**config.mk**
```make
export PLATFORM = sky130hd
export DESIGN_NAME = fifo_param
export DESIGN_NICKNAME = d
export VERILOG_FILES = /design/src/rtl/fifo_param.sv
export SDC_FILE = /design/constraint.sdc
export NUM_CORES = 1
export LEC_CHECK = 0
export ABC_CLOCK_PERIOD_IN_PS = 8740
export CAP_MARGIN = 20
export CELL_PAD_IN_SITES_DETAIL_PLACEMENT = 1
export CELL_PAD_IN_SITES_GLOBAL_PLACEMENT = 2
export CORE_MARGIN = 3
export CORE_UTILIZATION = 52
export DETAILED_ROUTE_END_ITERATION = 10
export GPL_ROUTABILITY_DRIVEN = 0
export PLACE_DENSITY_LB_ADDON = 0.05
export SLEW_MARGIN = 20
export SYNTH_ARGS = -nofsm -noshare
export SYNTH_HDL_FRONTEND = slang
export SYNTH_SLANG_ARGS = --single-unit
```
**constraint.sdc**
```tcl
create_clock -name Clk -period 8.74 [get_ports Clk]
set_input_delay 1.311 -clock Clk [delete_from_list [all_inputs] [get_ports Clk]]
set_output_delay 1.311 -clock Clk [all_outputs]
set_load 0.005 [all_outputs]
```
**src/rtl/fifo_param.sv**
```systemverilog
// Parametrised single-clock FIFO with occupancy count, almost-full/empty
// thresholds, sticky overflow/underflow flags and a synchronous flush.
module fifo_param #(
  parameter int WIDTH    = 32,
  parameter int DEPTH    = 16,
  parameter int AF_LEVEL = DEPTH - 2,
  parameter int AE_LEVEL = 2
) (
  input  logic                       Clk,
  input  logic                       Rst,
  input  logic                       EN,
  input  logic                       CLR,
  input  logic                       WR,
  input  logic [WIDTH-1:0]           dataIn,
  input  logic                       RD,
  output logic [WIDTH-1:0]           dataOut,
  output logic                       EMPTY,
  output logic                       FULL,
  output logic                       ALMOST_EMPTY,
  output logic                       ALMOST_FULL,
  output logic [$clog2(DEPTH):0]     count,
  output logic                       OVERFLOW,
  output logic                       UNDERFLOW
);

  localparam int AW = $clog2(DEPTH);
  localparam int CW = AW + 1;
  localparam logic [AW-1:0] PTR_ONE = AW'(1);
  localparam logic [CW-1:0] CNT_ONE = CW'(1);
  localparam logic [CW-1:0] CNT_MAX = CW'(DEPTH);
  localparam logic [CW-1:0] AF_CNT  = CW'(AF_LEVEL);
  localparam logic [CW-1:0] AE_CNT  = CW'(AE_LEVEL);

  logic [WIDTH-1:0] mem [DEPTH];
  logic [AW-1:0]    rd_ptr;
  logic [AW-1:0]    wr_ptr;
  logic             rd_acc;
  logic             wr_acc;

  assign EMPTY        = (count == '0);
  assign FULL         = (count == CNT_MAX);
  assign ALMOST_EMPTY = (count <= AE_CNT);
  assign ALMOST_FULL  = (count >= AF_CNT);

  // A write into a full FIFO is still accepted when a read frees a slot
  // in the same cycle.
  assign rd_acc = EN & RD & ~EMPTY;
  assign wr_acc = EN & WR & (~FULL | rd_acc);

  // Storage has no reset so it can map onto block RAM.
  always_ff @(posedge Clk) begin
    if (Rst && wr_acc && !CLR) begin
      mem[wr_ptr] <= dataIn;
    end
  end

  always_ff @(posedge Clk or negedge Rst) begin
    if (!Rst) begin
      rd_ptr    <= '0;
      wr_ptr    <= '0;
      count     <= '0;
      dataOut   <= '0;
      OVERFLOW  <= 1'b0;
      UNDERFLOW <= 1'b0;
    end else if (EN) begin
      if (CLR) begin
        rd_ptr    <= '0;
        wr_ptr    <= '0;
        count     <= '0;
        OVERFLOW  <= 1'b0;
        UNDERFLOW <= 1'b0;
      end else begin
        if (rd_acc) begin
          dataOut <= mem[rd_ptr];
          rd_ptr  <= rd_ptr + PTR_ONE;
        end
        if (wr_acc) begin
          wr_ptr <= wr_ptr + PTR_ONE;
        end
        if (wr_acc && !rd_acc) begin
          count <= count + CNT_ONE;
        end else if (rd_acc && !wr_acc) begin
          count <= count - CNT_ONE;
        end
        if (WR && !wr_acc) begin
          OVERFLOW <= 1'b1;
        end
        if (RD && EMPTY) begin
          UNDERFLOW <= 1'b1;
        end
      end
    end
  end

endmodule
```
* Word level (Yosys, flattened, before mapping)
Memories as Yosys holds them, arrays and structs flattened. A register that Yosys moved wholly into a read port is not among the register bits.
Index checks and enable logic that the tools add are counted.
** Word-level totals
- Register bits after elaboration :: 15
- Memory bits (writable) :: 512
- Bits of input ports :: 38
- Logic and storage cells :: 56
- Memories kept :: 1
** Memories
- mem :: words 16, width 32, rd ports 1, clocked after Yosys merged registers in 1, wr ports 1, line 34 : logic [WIDTH-1:0] mem [DEPTH];
** Cells by class
- Add/sub/neg operators :: 4
- Magnitude comparators :: 2
- Equal/unequal tests :: 1
- Muxes and demuxes :: 13
- Bitwise operators :: 8
- Reduce and logical (&&, ||, !) cells :: 22
** Operators with widths (number)
- 4-bit 2-to-1 mux :: 4
- 5-bit 2-to-1 mux :: 3
- 2-bit AND reduction :: 5
- 4-bit by 1-bit adder with 4-bit output (second input constant) :: 2
- 2-bit nonzero test :: 4
- 1-bit logical AND :: 6
- 1-bit 2-to-1 mux :: 6
- 5-bit by 1-bit adder with 5-bit output (second input constant) :: 1
- 5-bit equality test (second input constant) :: 1
- 5-bit by 4-bit greater-or-equal comparator with 1-bit output (second input constant) :: 1
- 5-bit by 2-bit <= comparator with 1-bit output (second input constant) :: 1
- 5-bit zero test :: 1
- 5-bit by 1-bit subtractor with 5-bit output (second input constant) :: 1
- 1-bit AND :: 4
- 1-bit zero test :: 4
- 1-bit inverter :: 3
- 3-bit AND reduction :: 1
- 3-bit nonzero test :: 1
- 1-bit OR :: 1

* Longest topological paths before layout
Gate-level depths: netlist (run 1).
- Depth in word-level cells :: 10
- Gate-level depth with buffers :: 8
- Depth with buffers taken out :: 7

* Worst setup path before layout (run 1)
OpenSTA, ideal clock, no wires.
- Kind :: input -> register
- Start point :: input port EN
- End point :: memory mem[3][0], enable pin
- Arrival time :: 4423 ps
- Data required time :: 8279 ps
- Path slack :: 3856 ps
- Stages on the path :: 5
- Buffers on the path :: 1
- Cells stage by stage :: buf_2 -> nand2_1 -> a2111oi_2 -> nand2_1 -> nor3_1
** Between the ends
- Cells in the longest elaborated chain, start to end :: 8
- Elaborated cells on any way between the ends :: 9
- Classes of those cells :: mux: 2; bitwise: 5; reduce/logical: 2
** Ends and longest elaborated chain
- start, declared :: line 11 : input logic EN,
- 1-bit AND (2 in series) :: line 47 : assign rd_acc = EN & RD & ~EMPTY;
- 1-bit OR :: line 48 : assign wr_acc = EN & WR & (~FULL | rd_acc);
- 1-bit AND * :: line 48
- 1-bit logical AND * (2 in series) :: line 52 : if (Rst && wr_acc && !CLR) begin
- 1-bit 2-to-1 mux * :: line 52
- 1-bit 2-to-1 mux (implied by the code) * :: line 53 : mem[wr_ptr] <= dataIn;
- end, declared :: line 34
Every way passes the cells marked *; elsewhere a longest branch is shown, timed or not.

* Final worst setup path (run 1)
- Start point :: input port EN
- End point :: memory mem[10][9], enable pin
Same word-level chain as after synthesis.

==> out/qor.txt, run 1 <==
Status = completed
Seq/Total Area, Yosys = 0.768
Core ar. = 0.0403 mm^2
Filler cell count = 3,278
Top sig layer = met4
First-pass GRT wire length = 69,600 um
Initial antenna violation count = 0
Pin count of the biggest net entering global routing = 92
Pwr dens = 273 mW/mm^2
Layout cells sized above 1 = 0.231
CTS tree = yes
Post-synth EDFFs = 512
IO Pins = 81
Final Max Slew Viols = 0
Synth area leaders = edfxtp_1 71%, mux4_2 13%, dfrtp_1 5.5%
Slew HR = 0.382
Top FF cell, synth = edfxtp_1
Die ar. = 0.0439 mm^2
Leak Pwr = 8.14 nW
Cell total after placement = 1,555
Number of diodes = 0
Die H = 210 um
Ys Warns = 0
Most common cell in the synthesized netlist = edfxtp_1
Clk_lat worst skew = 590 ps
Hold buffers post-CTS = 0
Worst-case clock buffer depth = 3
Drt via density = 6.00
Fmax = 0.245 GHz
Clock buffer count from CTS = 55
DIE WIDTH = 210 um
IO Port Bufs = 80
Metal3 WL = 1440 um
Tmin final = 4080 ps
Non-Filler Instances = 1,657
Clock skew = 16.2 ps
RSZ-0062 raised after global routing = false
DR DRC count = 0
Mapped Area = 0.0215 mm^2
Vias = 9,938
1st-pass router iterations = 5
# rows = 73
Grt ovf = 0
DR WL met2 = 22,700 um
MaxCap Viol Count = 0
WL/cell = 27.2 um
Final nets = 1,136
Mapped Nets = 1,032
Final Util = 0.616
Crit start category = primary input
Hold Path Depth = 2
Peak fanout along the critical path = 17
Initial Util = 0.535
Worst-Margin Slew = 926 ps
Clock sinks = 559
WP data arrival = 4330 ps
Post-synth top cells = 512 x edfxtp_1, 128 x mux4_2, 66 x mux2i_1
H-tree depth = 2
Post-DP HPWL = 24,600 um
Final total power = 0.00678 W
Total track usage = 0.211
VDD IR max = 0.180 mV
Kind of critical path = primary input to register
Ys async rst share = 0.0841
Yosys top cell area share = 0.714
Area leader, netlist = edfxtp_1
CP required = 8990 ps
M1 wire length = 20,200 um
Antenna Nets Post-Route = 0
Vias in the first global route = 10.9k
Final setup viols = 0
Setup TNS Final = 0 ps
Hold Path Class = register to register
Crit share post-route = 0.467
Area growth from synthesis to layout = 15.2%
Drt total wl = 45,100 um
Crit. End Element = register
R2R cell count = 5
Synth cell types = 52
Syn_area_per_cell = 21.9 um^2
Final hold violations = 0
Postcts setup bufs = 0
DRT iter0 DRCs = 780
Clock transition at path regs = 60 ps
Cells after Synth = 984
Post-cts sizing count = 0
Synth Register Bits = 559
Root Buffer = clkbuf_16
[cells in the final DEF, fill, tap and decap left out, drive strengths merged, types with 2 or more instances in the layout]
cell / count
a2111oi: 3
a21o: 3
a21oi: 6
a31oi: 4
and2: 2
buf: 22
bufinv: 5
clkbuf: 72
clkdlybuf4s50: 79
clkinv: 23
dfrtp: 47
edfxtp: 512
ha: 9
inv: 8
mux2: 4
mux2i: 66
mux4: 128
nand2: 41
nand2b: 2
nand3: 6
nor2: 22
nor3: 5
o21ai: 2
o221ai: 32
o22ai: 3
o311a: 2
xnor2: 5
[through the flow]
stage               hold slack [ps]  worst slack [ps]  cell area (um^2)
floorplan                       478              3860             21500
global placement                479              4090             23000
detailed placement              500              4080             23000
CTS                             512              4670             24800
global route                    537              4510             24800
finish                          504              4660             24800
[cell families (layout without fill, tap and decap cells)]
kind of cell	count (synthesis)	after routing	share of synthesized area
AO/OA/AOI/OAI	64	64	0.0254
XOR/XNOR	5	5	0.00203
adder cells (fa/ha/maj)	10	10	0.00616
buffers and inverters	62	210	0.0132
flip-flops	559	559	0.768
multiplexers	198	198	0.167
AND/OR/NAND/NOR	86	86	0.0177
[routing by layer]
metal / vias to the layer above / track usage
met3: 56 / 0.0341
met1: 5373 / 0.306
met4: 0 / 0.0423
met2: 177 / 0.348
li1: 4332 / -
met5: - / 0
[worst paths after layout]
path / startpoint / to / slack (ps)
worst max-delay path: EN / mem[10][9]$_DFFE_PP_ / 4660
worst min-delay path: UNDERFLOW$_DFFE_PN0P_ / UNDERFLOW$_DFFE_PN0P_ / 500
worst max register to register: rd_ptr[3]$_DFFE_PN0P_ / dataOut[31]$_DFFE_PN0P_ / 5380
worst min register to register: UNDERFLOW$_DFFE_PN0P_ / UNDERFLOW$_DFFE_PN0P_ / 500
max in group asynchronous: Rst / rd_ptr[3]$_DFFE_PN0P_ / 7310
min in group asynchronous: Rst / UNDERFLOW$_DFFE_PN0P_ / 880
[critical path: stages]
cell             delay (ps)
clkdlybuf4s50_1         760
nand2_1                 220
a2111oi_2               630
nand2_1                 360
nor2_4                  610
buf_4                   420
[flip-flops by register name, indices dropped and copies added (netlist names)]
| register | flops |
|---|---|
| rd_ptr | 4 |
| dataOut | 32 |
| UNDERFLOW | 1 |
| count | 5 |
| OVERFLOW | 1 |
| mem | 512 |
| wr_ptr | 4 |
[where the power goes]
part | total (W) | switching [W] | internal, W | leakage, nW
Clock | 0.00231 | 0.000953 | 0.00136 | 0.876
Sequential | 0.00320 | 0.000165 | 0.00303 | 5.20
Combinational | 0.00127 | 0.000580 | 0.000693 | 2.06
Total | 0.00678 | 0.00170 | 0.00508 | 8.14
[layout make-up]
type / count / area (um^2) / area share
timing repair buffer: 101 / 978 / 0.0394
clock buffer: 72 / 1510 / 0.0609
clock inverter: 29 / 264 / 0.0106
multi-input combinational: 363 / 4820 / 0.194
tap: 525 / 657 / 0.0265
sequential: 559 / 16600 / 0.667
inverter: 8 / 32.5 / 0.00131
Power figures use the tool's default switching activity.
==> inputs of run 2 (changes only) <==
- ABC_CLOCK_PERIOD_IN_PS: 8740 -> 3800
- CORE_UTILIZATION: 52 -> 48
- clock period: 8.74 -> 3.8 ns (I/O delays scaled with it)
==> out/qor.txt, run 2 (same netlist as run 1, synthesis figures left out) <==
Vias in the first global route = 11.0k (was 10.9k)
Reg area = 0.0166 mm^2 (unchanged)
Initial antenna violation count = 0 (unchanged)
Crit. End Element = output pin (was register)
Hold buffers post-CTS = 0 (unchanged)
Final setup viols = 0 (unchanged)
Postcts setup bufs = 0 (unchanged)
Vias = 10.0k (was 9,938)
WL/cell = 27.4 um (was 27.2 um)
Non-Filler Instances = 1,740 (was 1,657)
Post-DP HPWL = 27,400 um (was 24,600 um)
Area growth from synthesis to layout = 17.3% (was 15.2%)
VDD IR max = 0.387 mV (was 0.180 mV)
Clock transition at path regs = 60 ps (about the same)
Clk_lat worst skew = 610 ps (was 590 ps)
MaxCap Viol Count = 0 (unchanged)
Leak Pwr = 8.25 nW (was 8.14 nW)
Seq pwr share = 0.461 (was 0.471)
Psw = 0.00401 W (was 0.00170 W)
Top flop regs = mem x512, dataOut x32, count x5 (unchanged)
DR DRC count = 0 (unchanged)
Peak fanout along the critical path = 9 (was 17)
Crit start category = register (was primary input)
DRT iter0 DRCs = 834 (was 780)
Drt total wl = 47,700 um (was 45,100 um)
Final nets = 1,155 (was 1,136)
Fmax = 0.308 GHz
Clock power share = 0.341 (about the same)
Die H = 218 um (was 210 um)
Area of the multi-input gates = 0.00484 mm^2 (was 0.00482 mm^2)
CP required = 3230 ps (was 8990 ps)
# rows = 76 (was 73)
Post-cts sizing count = 0 (unchanged)
Kind of critical path = register to output pin (was primary input to register)
Status = completed (unchanged)
Crit share post-route = 0.856
Layout cells sized above 1 = 0.240 (was 0.231)
Antenna Nets Post-Route = 0 (unchanged)
H-tree depth = 2 (unchanged)
Number of diodes = 0 (unchanged)
Pin count of the biggest net entering global routing = 52 (was 92)
Die ar. = 0.0475 mm^2 (was 0.0439 mm^2)
Sw Share = 0.255 (was 0.250)
Drt via density = 5.77 (was 6.00)
First-pass GRT wire length = 72,000 um (was 69,600 um)
CTS tree = yes (unchanged)
Final hold violations = 0 (unchanged)
Final Max Slew Viols = 0 (unchanged)
1st-pass router iterations = 5 (unchanged)
Clock sinks = 559 (unchanged)
Commonest non-fill, non-tap cell in the layout = edfxtp_1 (unchanged)
Internal = 0.0117 W (was 0.00508 W)
Slew HR = 0.360 (was 0.382)
Filler cell count = 3,682 (was 3,278)
IO Port Bufs = 80 (unchanged)
WP data arrival = 2680 ps (was 4330 ps)
Core ar. = 0.0437 mm^2 (was 0.0403 mm^2)
Tmin final = 3250 ps
Flop2flop setup slack = 850 ps (was 5380 ps)
Total track usage = 0.207 (was 0.211)
Worst-case clock buffer depth = 3 (unchanged)
Clock buffer count from CTS = 58 (was 55)
Grt ovf = 0 (unchanged)
Worst-Margin Slew = 959 ps (was 926 ps)
Setup TNS Final = 0 ps (unchanged)
RSZ-0062 raised after global routing = false (unchanged)
Initial Util = 0.492 (was 0.535)
Clock skew = 22.5 ps (was 16.2 ps)
Largest register FFs = 512 (unchanged)
Hold Path Class = primary input to async pin (was register to register)
Root Buffer = clkbuf_16 (unchanged)
Logic pwr share = 0.198 (was 0.188)
Most frequent cells in the layout = 512 x edfxtp_1, 128 x mux4_2, 79 x clkdlybuf4s50_1 (unchanged)
Reg with most FFs = mem (unchanged)
Cell total after placement = 1,632 (was 1,555)
DIE WIDTH = 218 um (was 210 um)
Pwr dens = 623 mW/mm^2 (was 273 mW/mm^2)
IO Pins = 81 (unchanged)
[run 2: cell type report]
class                      count  share of cell area
clock inverter                25             0.00837
clock buffer                  83              0.0628
multi-input combinational    363               0.192
sequential                   559               0.655
timing repair buffer         117              0.0514
tap                          585              0.0290
inverter                       8             0.00129
[run 2: power groups by stage]
stage               logic [W]  clock network (W)  registers [W]
floorplan             0.00203                  0        0.00727
global placement      0.00317                  0        0.00738
detailed placement    0.00319                  0        0.00738
CTS                   0.00320            0.00551        0.00726
global route          0.00338            0.00576        0.00729
finish                0.00311            0.00537        0.00725
[run 2: worst paths after layout]
kind                                        start                       to  cells after the start
max reg2reg                  count[1]$_DFFE_PN0P_  dataOut[28]$_DFFE_PN0P_                      4
max in group asynchronous                     Rst    rd_ptr[3]$_DFFE_PN0P_                      2
min in group Clk           dataOut[1]$_DFFE_PN0P_   dataOut[1]$_DFFE_PN0P_                      2
min reg2reg                dataOut[1]$_DFFE_PN0P_   dataOut[1]$_DFFE_PN0P_                      2
min                                           Rst    UNDERFLOW$_DFFE_PN0P_                      2
max                          count[1]$_DFFE_PN0P_                    EMPTY                      3
[run 2: metrics by stage]
stage / total power [W] / setup slack, ps / instance area (um^2) / utilization / hold WS (ps)
3_5_place_dp: 0.0106 / 516 / 23500 / 0.536 / 476
3_3_place_gp: 0.0105 / 610 / 23500 / 0.536 / 473
2_1_floorplan: 0.00930 / 510 / 21600 / - / 274
5_1_grt: 0.0164 / 432 / 25300 / 0.578 / 198
4_1_cts: 0.0160 / 486 / 25300 / 0.578 / 155
6_report: 0.0157 / 549 / 25300 / 0.578 / 161
[run 2: worst max-delay path, cell delays in order, from the launching register on]
cell,delay (ps)
dfrtp_1,490
or4_1,770
nor2_2,260
clkdlybuf4s50_1,560
[run 2: metal layers]
layer,vias up,part of all wire,track usage,routed length (um)
li1,4370,-,-,-
met2,191,0.51,0.346,24100
met5,-,0,0,0
met3,56,0.035,0.0297,1670
met4,0,0.017,0.0476,791
met1,5429,0.44,0.293,21100
